File: src/rtl/led_scanner_pkg.sv
// Shared definitions for the LED pattern engine: mode encodings, direction
// values and the width helper for the position register.
package led_scanner_pkg;

    typedef logic [1:0] mode_t;

    localparam mode_t MODE_BOUNCE = 2'd0;
    localparam mode_t MODE_ROT_L  = 2'd1;
    localparam mode_t MODE_ROT_R  = 2'd2;
    localparam mode_t MODE_BAR    = 2'd3;

    localparam logic DIR_UP   = 1'b0;
    localparam logic DIR_DOWN = 1'b1;

    // Bits needed to hold 0..n-1; never less than one bit.
    function automatic int unsigned pos_width(input int unsigned n);
        if (n <= 2) begin
            return 1;
        end
        return $clog2(n);
    endfunction

endpackage

File: src/rtl/led_prescaler.sv
// Free-running prescaler that emits a single-cycle step tick every
// 2^(PRESC_W - iSPEED) enabled cycles.
module led_prescaler
    import led_scanner_pkg::*;
#(
    parameter int unsigned PRESC_W = 19
) (
    input  logic       iCLK,
    input  logic       iRST_N,
    input  logic       iEN,
    input  logic [1:0] iSPEED,
    output logic       oTICK_INT
);

    logic [PRESC_W-1:0] cnt_q;
    logic [PRESC_W-1:0] cnt_d;
    logic [PRESC_W-1:0] mask;

    // Low bits that must all be ones for a tick; narrower at higher speeds.
    always_comb begin
        mask = {PRESC_W{1'b1}} >> iSPEED;
    end

    always_comb begin
        cnt_d = cnt_q;
        if (iEN) begin
            cnt_d = cnt_q + PRESC_W'(1);
        end
    end

    always_comb begin
        oTICK_INT = iEN & ((cnt_q & mask) == mask);
    end

    always_ff @(posedge iCLK or negedge iRST_N) begin
        if (!iRST_N) begin
            cnt_q <= '0;
        end else begin
            cnt_q <= cnt_d;
        end
    end

endmodule

File: src/rtl/led_scanner.sv
// LED pattern engine: bounce, rotate left/right and bar-graph modes with a
// registered LED bank and a step pulse aligned to each new pattern.
module led_scanner
    import led_scanner_pkg::*;
#(
    parameter int unsigned N_LED   = 8,
    parameter int unsigned PRESC_W = 19
) (
    input  logic             iCLK,
    input  logic             iRST_N,
    input  logic             iEN,
    input  logic [1:0]       iSPEED,
    input  logic [1:0]       iMODE,
    output logic [N_LED-1:0] oLED,
    output logic             oTICK
);

    localparam int unsigned PW = pos_width(N_LED);

    localparam logic [PW-1:0] POS_ZERO = '0;
    localparam logic [PW-1:0] POS_ONE  = PW'(1);
    localparam logic [PW-1:0] POS_MAX  = PW'(N_LED - 1);
    localparam logic [PW-1:0] POS_TURN = PW'(N_LED - 2);

    localparam logic [N_LED-1:0] LED_ONE  = {{(N_LED-1){1'b0}}, 1'b1};
    localparam logic [N_LED-1:0] LED_ONES = {N_LED{1'b1}};

    logic          tick;
    logic [PW-1:0] pos_q;
    logic [PW-1:0] pos_d;
    logic          dir_q;
    logic          dir_d;
    mode_t         mode_q;
    mode_t         mode_d;
    logic [N_LED-1:0] led_d;
    logic [N_LED-1:0] dot_map;
    logic [N_LED-1:0] bar_map;

    led_prescaler #(
        .PRESC_W (PRESC_W)
    ) u_prescaler (
        .iCLK      (iCLK),
        .iRST_N    (iRST_N),
        .iEN       (iEN),
        .iSPEED    (iSPEED),
        .oTICK_INT (tick)
    );

    always_comb begin
        pos_d  = pos_q;
        dir_d  = dir_q;
        mode_d = mode_q;
        if (tick) begin
            if (iMODE != mode_q) begin
                // A mode switch restarts the pattern and takes no step.
                mode_d = iMODE;
                pos_d  = POS_ZERO;
                dir_d  = DIR_UP;
            end else begin
                unique case (mode_q)
                    MODE_ROT_L: begin
                        pos_d = (pos_q == POS_MAX) ? POS_ZERO : pos_q + POS_ONE;
                    end
                    MODE_ROT_R: begin
                        pos_d = (pos_q == POS_ZERO) ? POS_MAX : pos_q - POS_ONE;
                    end
                    MODE_BOUNCE, MODE_BAR: begin
                        if (dir_q == DIR_UP) begin
                            if (pos_q == POS_MAX) begin
                                dir_d = DIR_DOWN;
                                pos_d = POS_TURN;
                            end else begin
                                pos_d = pos_q + POS_ONE;
                            end
                        end else begin
                            if (pos_q == POS_ZERO) begin
                                dir_d = DIR_UP;
                                pos_d = POS_ONE;
                            end else begin
                                pos_d = pos_q - POS_ONE;
                            end
                        end
                    end
                endcase
            end
        end
    end

    // Bar keeps bits 0..pos; the double shift avoids overflowing pos+1.
    always_comb begin
        dot_map = LED_ONE << pos_d;
        bar_map = ~((LED_ONES << pos_d) << 1);
    end

    always_comb begin
        led_d = oLED;
        if (tick) begin
            led_d = (mode_d == MODE_BAR) ? bar_map : dot_map;
        end
    end

    always_ff @(posedge iCLK or negedge iRST_N) begin
        if (!iRST_N) begin
            pos_q  <= POS_ZERO;
            dir_q  <= DIR_UP;
            mode_q <= MODE_BOUNCE;
            oLED   <= LED_ONE;
            oTICK  <= 1'b0;
        end else begin
            pos_q  <= pos_d;
            dir_q  <= dir_d;
            mode_q <= mode_d;
            oLED   <= led_d;
            oTICK  <= tick;
        end
    end

`ifndef SYNTHESIS
    a_led_nonzero: assert property (@(posedge iCLK) disable iff (!iRST_N) oLED != '0);
    a_led_onehot: assert property (@(posedge iCLK) disable iff (!iRST_N)
        (mode_q != MODE_BAR) |-> $onehot(oLED));
    a_pos_range: assert property (@(posedge iCLK) disable iff (!iRST_N) pos_q <= POS_MAX);
`endif

endmodule

File: config.mk
export PLATFORM = sky130hd
export DESIGN_NAME = led_scanner
export DESIGN_NICKNAME = d
export VERILOG_FILES = /design/src/rtl/led_scanner_pkg.sv /design/src/rtl/led_prescaler.sv /design/src/rtl/led_scanner.sv
export SDC_FILE = /design/constraint.sdc
export NUM_CORES = 1
export LEC_CHECK = 0
export CAP_MARGIN = 10
export CORE_ASPECT_RATIO = 1.75
export CORE_UTILIZATION = 56
export DETAILED_ROUTE_END_ITERATION = 16
export PLACE_DENSITY = 0.78
export SLEW_MARGIN = 20
export SYNTH_ARGS = -nofsm -noshare
export SYNTH_HDL_FRONTEND = slang
export SYNTH_HIERARCHICAL = 1
export SYNTH_SLANG_ARGS = --single-unit
File: constraint.sdc
create_clock -name iCLK -period 3.77 [get_ports iCLK]
set_clock_uncertainty 0.2 [all_clocks]
set_input_delay 0.754 -clock iCLK [delete_from_list [all_inputs] [get_ports iCLK]]
set_output_delay 0.754 -clock iCLK [all_outputs]
set_load 0.05 [all_outputs]
Yosys cells after proc, flatten, opt, wreduce, memory -nomap -nowiden
Index checks and enable logic that the tools add are counted.
{ "op_classes": {"addsub": 3, "eq_ne": 7, "shift": 3, "muxes": 16, "bitwise_logic": 3, "n_reduce_logical": 5} }
{ "ops": {"columns": ["operator", "n"], "rows": [
  ["two-way mux 3 bit", 7],
  ["adder 19 x 1 -> 19 bit, second input constant", 1],
  ["bitwise AND 19 bit", 1],
  ["equality test 19 bit", 1],
  ["right shift 19 x 2 -> 19 bit, first input constant", 1],
  ["one-hot mux 3 bit (3 select lines)", 1],
  ["two-way mux 8 bit", 1],
  ["inverter 8 bit", 1],
  ["left shift 1 x 3 -> 8 bit, first input constant", 1],
  ["left shift 8 x 3 -> 7 bit, first input constant", 1],
  ["equality test 2 bit, second input constant", 3],
  ["two-way mux 1 bit", 5],
  ["two-way mux 2 bit", 2],
  ["adder 3 x 1 -> 3 bit, second input constant", 1],
  ["equality test 3 bit, second input constant", 1],
  ["zero test 3 bit", 1],
  ["subtractor 3 x 1 -> 3 bit, second input constant", 1],
  ["equality test 2 x 1 -> 1 bit, second input constant", 1],
  ["zero test 2 bit", 1],
  ["inequality test 2 bit", 1],
  ["AND reduction 2 bit", 1],
  ["nonzero test 2 bit", 1],
  ["OR reduction 2 bit", 1],
  ["bitwise AND 1 bit", 1]
]} }
{ "word_totals": {"ff_bits": 34, "inputBits": 7, "out_inout_bits": 9, "wordCells": 43} }

Longest topological paths before layout
{ "logic_depth": {"depth_word": 9, "mapped_depth": 10, "mapped_depth_nobuf": 9} }

Cells and area by module
The synthesis kept the hierarchy.
{ "by_module_without_submodules": {"columns": ["module", "n_inst", "cells_each", "area_each_um2", "seq_area_each_um2"], "rows": [
  ["led_scanner", 1, 88, 897.1, 376.6],
  ["led_prescaler", 1, 71, 858.3, 475.5]
]} }

Worst setup path before layout
OpenSTA, ideal clock, no wires.
{ "synth_path": {"kind": "input to register", "from": "input port iEN", "to": "register oLED[5]", "setup_ps": 121, "arrival_time_ps": 2530, "required_time_ps": 3449, "setup_slack_ps": 919, "cell_stages": 9, "path_buffers": 1, "cell_sequence": "nand3_2 > nor2_4 > nand3_1 > nor3_1 > nand3_2 > a311o_1 > buf_6 > o21a_1 > a22o_1"} }
{ "synth_via": {"elab_chain_cells": 5, "elab_cells_between_ends": 8, "classes_between": "eq/ne (1); shift (2); mux (3); bitwise (2)"} }
{ "synth_rtl": {"columns": ["element", "line_no", "text"], "rows": [
  ["from (decl)", "led_scanner.sv:11", "input logic iEN,"],
  ["bitwise AND 1 bit (*)", "led_prescaler.sv:32", "oTICK_INT = iEN & ((cnt_q & mask) == mask);"],
  ["named net tick", "led_scanner.sv:28", "logic tick;"],
  ["two-way mux 3 bit", "led_scanner.sv:53", "if (tick) begin"],
  ["left shift 8 x 3 -> 7 bit", "led_scanner.sv:92", "bar_map = ~((LED_ONES << pos_d) << 1);"],
  ["inverter 8 bit", "led_scanner.sv:92", null],
  ["two-way mux 8 bit", "led_scanner.sv:98", "led_d = (mode_d == MODE_BAR) ? bar_map : dot_map;"],
  ["to (signal assigned)", "led_scanner.sv:113", "oLED <= led_d;"],
  ["to (decl)", "led_scanner.sv:14", "output logic [N_LED-1:0] oLED,"]
]} }
The timed path passes the listed nets; every way through them passes the cells marked *.
A chain may end at the register's enable or synchronous reset.

Worst setup path in the final report
Ends and elaborated chain as after synthesis.

==> key figures <==
CTS
  • Level count of the clock H-tree: 2
  • Clock Sink Count: 34
  • Cts-stage hold buffer count: 0
  • Clock Root Buffer: clkbuf_8
  • CTS tree: yes
  • Clock transition at the registers of the reported paths: ~0.070 ns
  • Resize count post-CTS: 0
  • Total clock buffers created by CTS: 5
  • Setup bufs post-CTS: 0
  • Maximum clock insertion buffer count: 2
  • Clock latency on the worst-skew pair: around 0.28 ns

STA
  • Endpoints failing hold: 0
  • Total of endpoints with negative setup slack in the final report: 0
  • Unrepaired setup endpoints after global routing: false
  • WHS: 0.2695 ns
  • Post-layout min period: ~3.2 ns
  • Pins over their slew limit: 0
  • Remaining max-slew budget at the tightest pin: between 60% and 70%
  • Max Clock Freq: 312.0 MHz
  • Transition at the pin with the smallest max-transition slack: between 0.5 and 0.6 ns
  • Final setup TNS: 0 ns
  • Share of the clock period used by the worst path: 85.03%

Logic synthesis
  • Post-synth net total: 175
  • Netlist area before placement: 1755 sq um
  • YS warnings: 6
  • Post-synth EDFFs: 0
  • Count leader, synth: dfrtp_1
  • Fraction of synthesis flops using an asynchronous set or reset pin: 100.0%
  • Post-synthesis cell count: 159
  • Number of different library cells in the post-synthesis netlist: 44
  • Average footprint of a synthesized cell: between 10 and 15 sq um
  • Leading cell types by total area after synthesis: dfrtp_1 47%, xnor2_1 7.0%, ha_1 6.4%
  • Primary FF master, synth: dfrtp_1
  • Most frequent cells after synthesis: 33 x dfrtp_1, 14 x xnor2_1, 12 x inv_1
  • FF+latch count, synth: 34
  • Part of the Yosys area used for sequential elements: 48.54%
  • Yosys top cell by area: dfrtp_1
  • Fraction of post-synthesis cell area in the top cell type by area: 47.04%

Power
  • Internal portion of total power: about 0.00060 W
  • Fraction of power consumed by combinational cells: 10.9%
  • Switching power summed over all nets: between 0.0002 and 0.00025 W
  • Leakage power of the design: 0.9269 nW
  • Cell Pwr Density: 389.4 nW/um^2
  • Sequential share of power: 55.4%
  • Clock network fraction of total power: 33.8%
  • Switching share of power: about a quarter
  • Peak supply drop: 0.0003940 V

Floorplanning
  • Count of standard-cell rows: 26
  • Floorplan die height: 76.07 um
  • DIE AREA: ~3400 sq um
  • Ports: 16
  • Effective utilization at floorplan: a little under 60%
  • X dimension of the die: 44.33 um
  • Standard cell core area: 2960 sq um

GRT
  • Largest net degree at the start of global routing: 35
  • Initial antenna violation count: 0
  • Global-route usage over all layers: 23.38%
  • Via count of the first global-routing pass: 1368
  • Remaining Overflow, GRT: 0
  • First-pass GRT wire length: 6003 um

Worst setup path
  • Setup crit end kind: flip-flop
  • Required arrival time at the worst endpoint: 3.74 ns
  • Delay contributed by the slowest stage of the critical path: 0.49 ns
  • Biggest fanout along the worst timing path: 9
  • Setup CP Type: in2reg
  • Slowest cell on the critical path: clkdlybuf4s50_1
  • Most numerous cell on the critical path: nand3_2
  • Arrival time reported for the critical path endpoint: 3.17 ns
  • CP startpoint kind: input port
  • Cell breakdown of the critical path: clkdlybuf4s50_1 -> nand3_2 -> nor2_4 -> nand3_1 -> nor3_1 -> nand3_2 -> a311o_1 -> o21a_1 -> a22o_1

Drt
  • Final wirelength: approximately 3300 um
  • Top layer used by detailed routing: met4
  • Remaining routing DRC violations: 0
  • Metal3 WL: 79 um
  • DRT iter0 DRCs: 15
  • Drt pass-1 iters: 4
  • Sum of routed wire segments on met1: ~1300 um
  • Vias per Instance: 5.602
  • Number of nets with antenna violations after detailed routing: 0
  • DR WL/cell: approximately 15 um
  • Routed wire length on met2: about 1900 um
  • Total via count after detailed routing: 1266

Outcome
  • Outcome: finished, final reports clean

Finish
  • Final core occ: 69.74%
  • Syn-to-layout area delta: 17.61%
  • Layout Cell Area excl Fill: a little over 2000 sq um
  • Fill cell total of the finished layout: 223
  • Antenna cells: 0
  • Number of cells in the finished layout apart from fillers: 226
  • Number of nets in the layout: between 150 and 200
  • Fraction of final layout cells with drive strength greater than 1: 13.04%
  • Area used by multi-input combinational logic: between 800 and 900 sq um
  • Reg area: 852.1 sq um

Hold path
  • Worst hold path type: reg2reg

Run
  • Max-capacitance violation count: 0

Place
  • Placement-stage cell area: ~2000 sq um
  • Final Wtd Congestion: 0.8093
  • IO buf count: 15
  • HPWL after detailed placement: 2556 um
  • # placed instances: around 220
-- critical path: cells and delay by family --
kind | cells | cell delay (ns)
simple gates | 5 | 1.07
compound gates | 3 | 0.87
buf+inv | 1 | 0.49
-- per-stage QoR --
stage / worst slack [ns] / total power, W
final: 0.5645 / 0.0008040
after global routing: 0.2821 / 0.0008462
after CTS: 0.5585 / 0.0008146
after detailed placement: 0.2719 / 0.0005403
after floorplan: 0.9187 / 0.0005063
after global placement: 0.3686 / 0.0005340
-- cell usage in the layout (no fill, tap or decap), types with 2 or more instances in the layout --
master,instances
nor2_4,3
xnor2_1,14
and3_1,5
xor2_1,5
a31oi_1,2
o21ai_1,2
o2bb2ai_1,2
o21ai_0,3
nand3_2,3
nand2_1,10
nand4_1,5
buf_4,4
nand3_1,7
clkbuf_8,6
a32o_1,2
nor3_1,2
dfrtp_1,33
ha_1,9
o21a_1,2
inv_1,12
a21o_1,2
a21oi_1,6
nor2_1,7
clkdlybuf4s50_1,15
-- cell type report --
cell class	count	area share, %
flip-flops and latches	34	41.27
clock inverters	1	0.2424
inverters	12	2.182
multi-input cells	111	40.85
repair buffers	19	8.727
clock buffers	7	4.182
well taps	42	2.545
-- per-layer routing --
layer	global-route usage, %	vias to the layer above
met5	0	-
met4	10.61	0
met3	5.687	11
met2	40.44	22
met1	25.56	618
li1	-	615
-- state kept, by name, indices dropped and copies added, names as in the netlist --
name and cells:
oTICK 1, oLED 8, pos_q 3, u_prescaler/cnt_q 19, mode_q 2, dir_q 1
-- power groups by stage --
stage	combinational, W	sequential, W	clock [W]
final	0.0000875	0.000445	0.000271
after global routing	0.000101	0.000450	0.000295
after CTS	0.0000899	0.000445	0.000279
after detailed placement	0.0000882	0.000452	0
after global placement	0.0000859	0.000448	0
after floorplan	0.0000636	0.000443	0
-- path summary, 6_finish.rpt --
| kind | startpoint | endpoint | slack, ns | depth (start not counted) |
|---|---|---|---|---|
| setup / recovery | iEN | oLED[5]$_DFFE_PN0P_ | 0.56 | 9 |
| hold / removal | u_prescaler/cnt_q[15]$_DFFE_PN0P_ | u_prescaler/cnt_q[15]$_DFFE_PN0P_ | 0.27 | 1 |
| setup reg to reg | u_prescaler/cnt_q[0]$_DFFE_PN0P_ | oLED[5]$_DFFE_PN0P_ | 0.90 | 9 |
| hold reg to reg | u_prescaler/cnt_q[15]$_DFFE_PN0P_ | u_prescaler/cnt_q[15]$_DFFE_PN0P_ | 0.27 | 1 |
| max in group asynchronous | iRST_N | oLED[0]$_DFFE_PN1P_ | 2.34 | 2 |
| min in group asynchronous | iRST_N | mode_q[1]$_DFF_PN0_ | 0.68 | 2 |
-- kinds of logic (layout without fill, tap and decap cells) --
kind of cell / Yosys count / after routing / share of synthesized area, %
multiplexers: 2 / 2 / 1.283
AO/OA/AOI/OAI: 32 / 32 / 13.83
buffers and inverters: 14 / 39 / 3.421
flip-flops: 34 / 34 / 48.54
XOR/XNOR: 20 / 20 / 10.41
adder cells (fa/ha/maj): 9 / 9 / 6.415
AND/OR/NAND/NOR: 48 / 48 / 16.11
No activity file was read; power rests on OpenSTA's default activity.
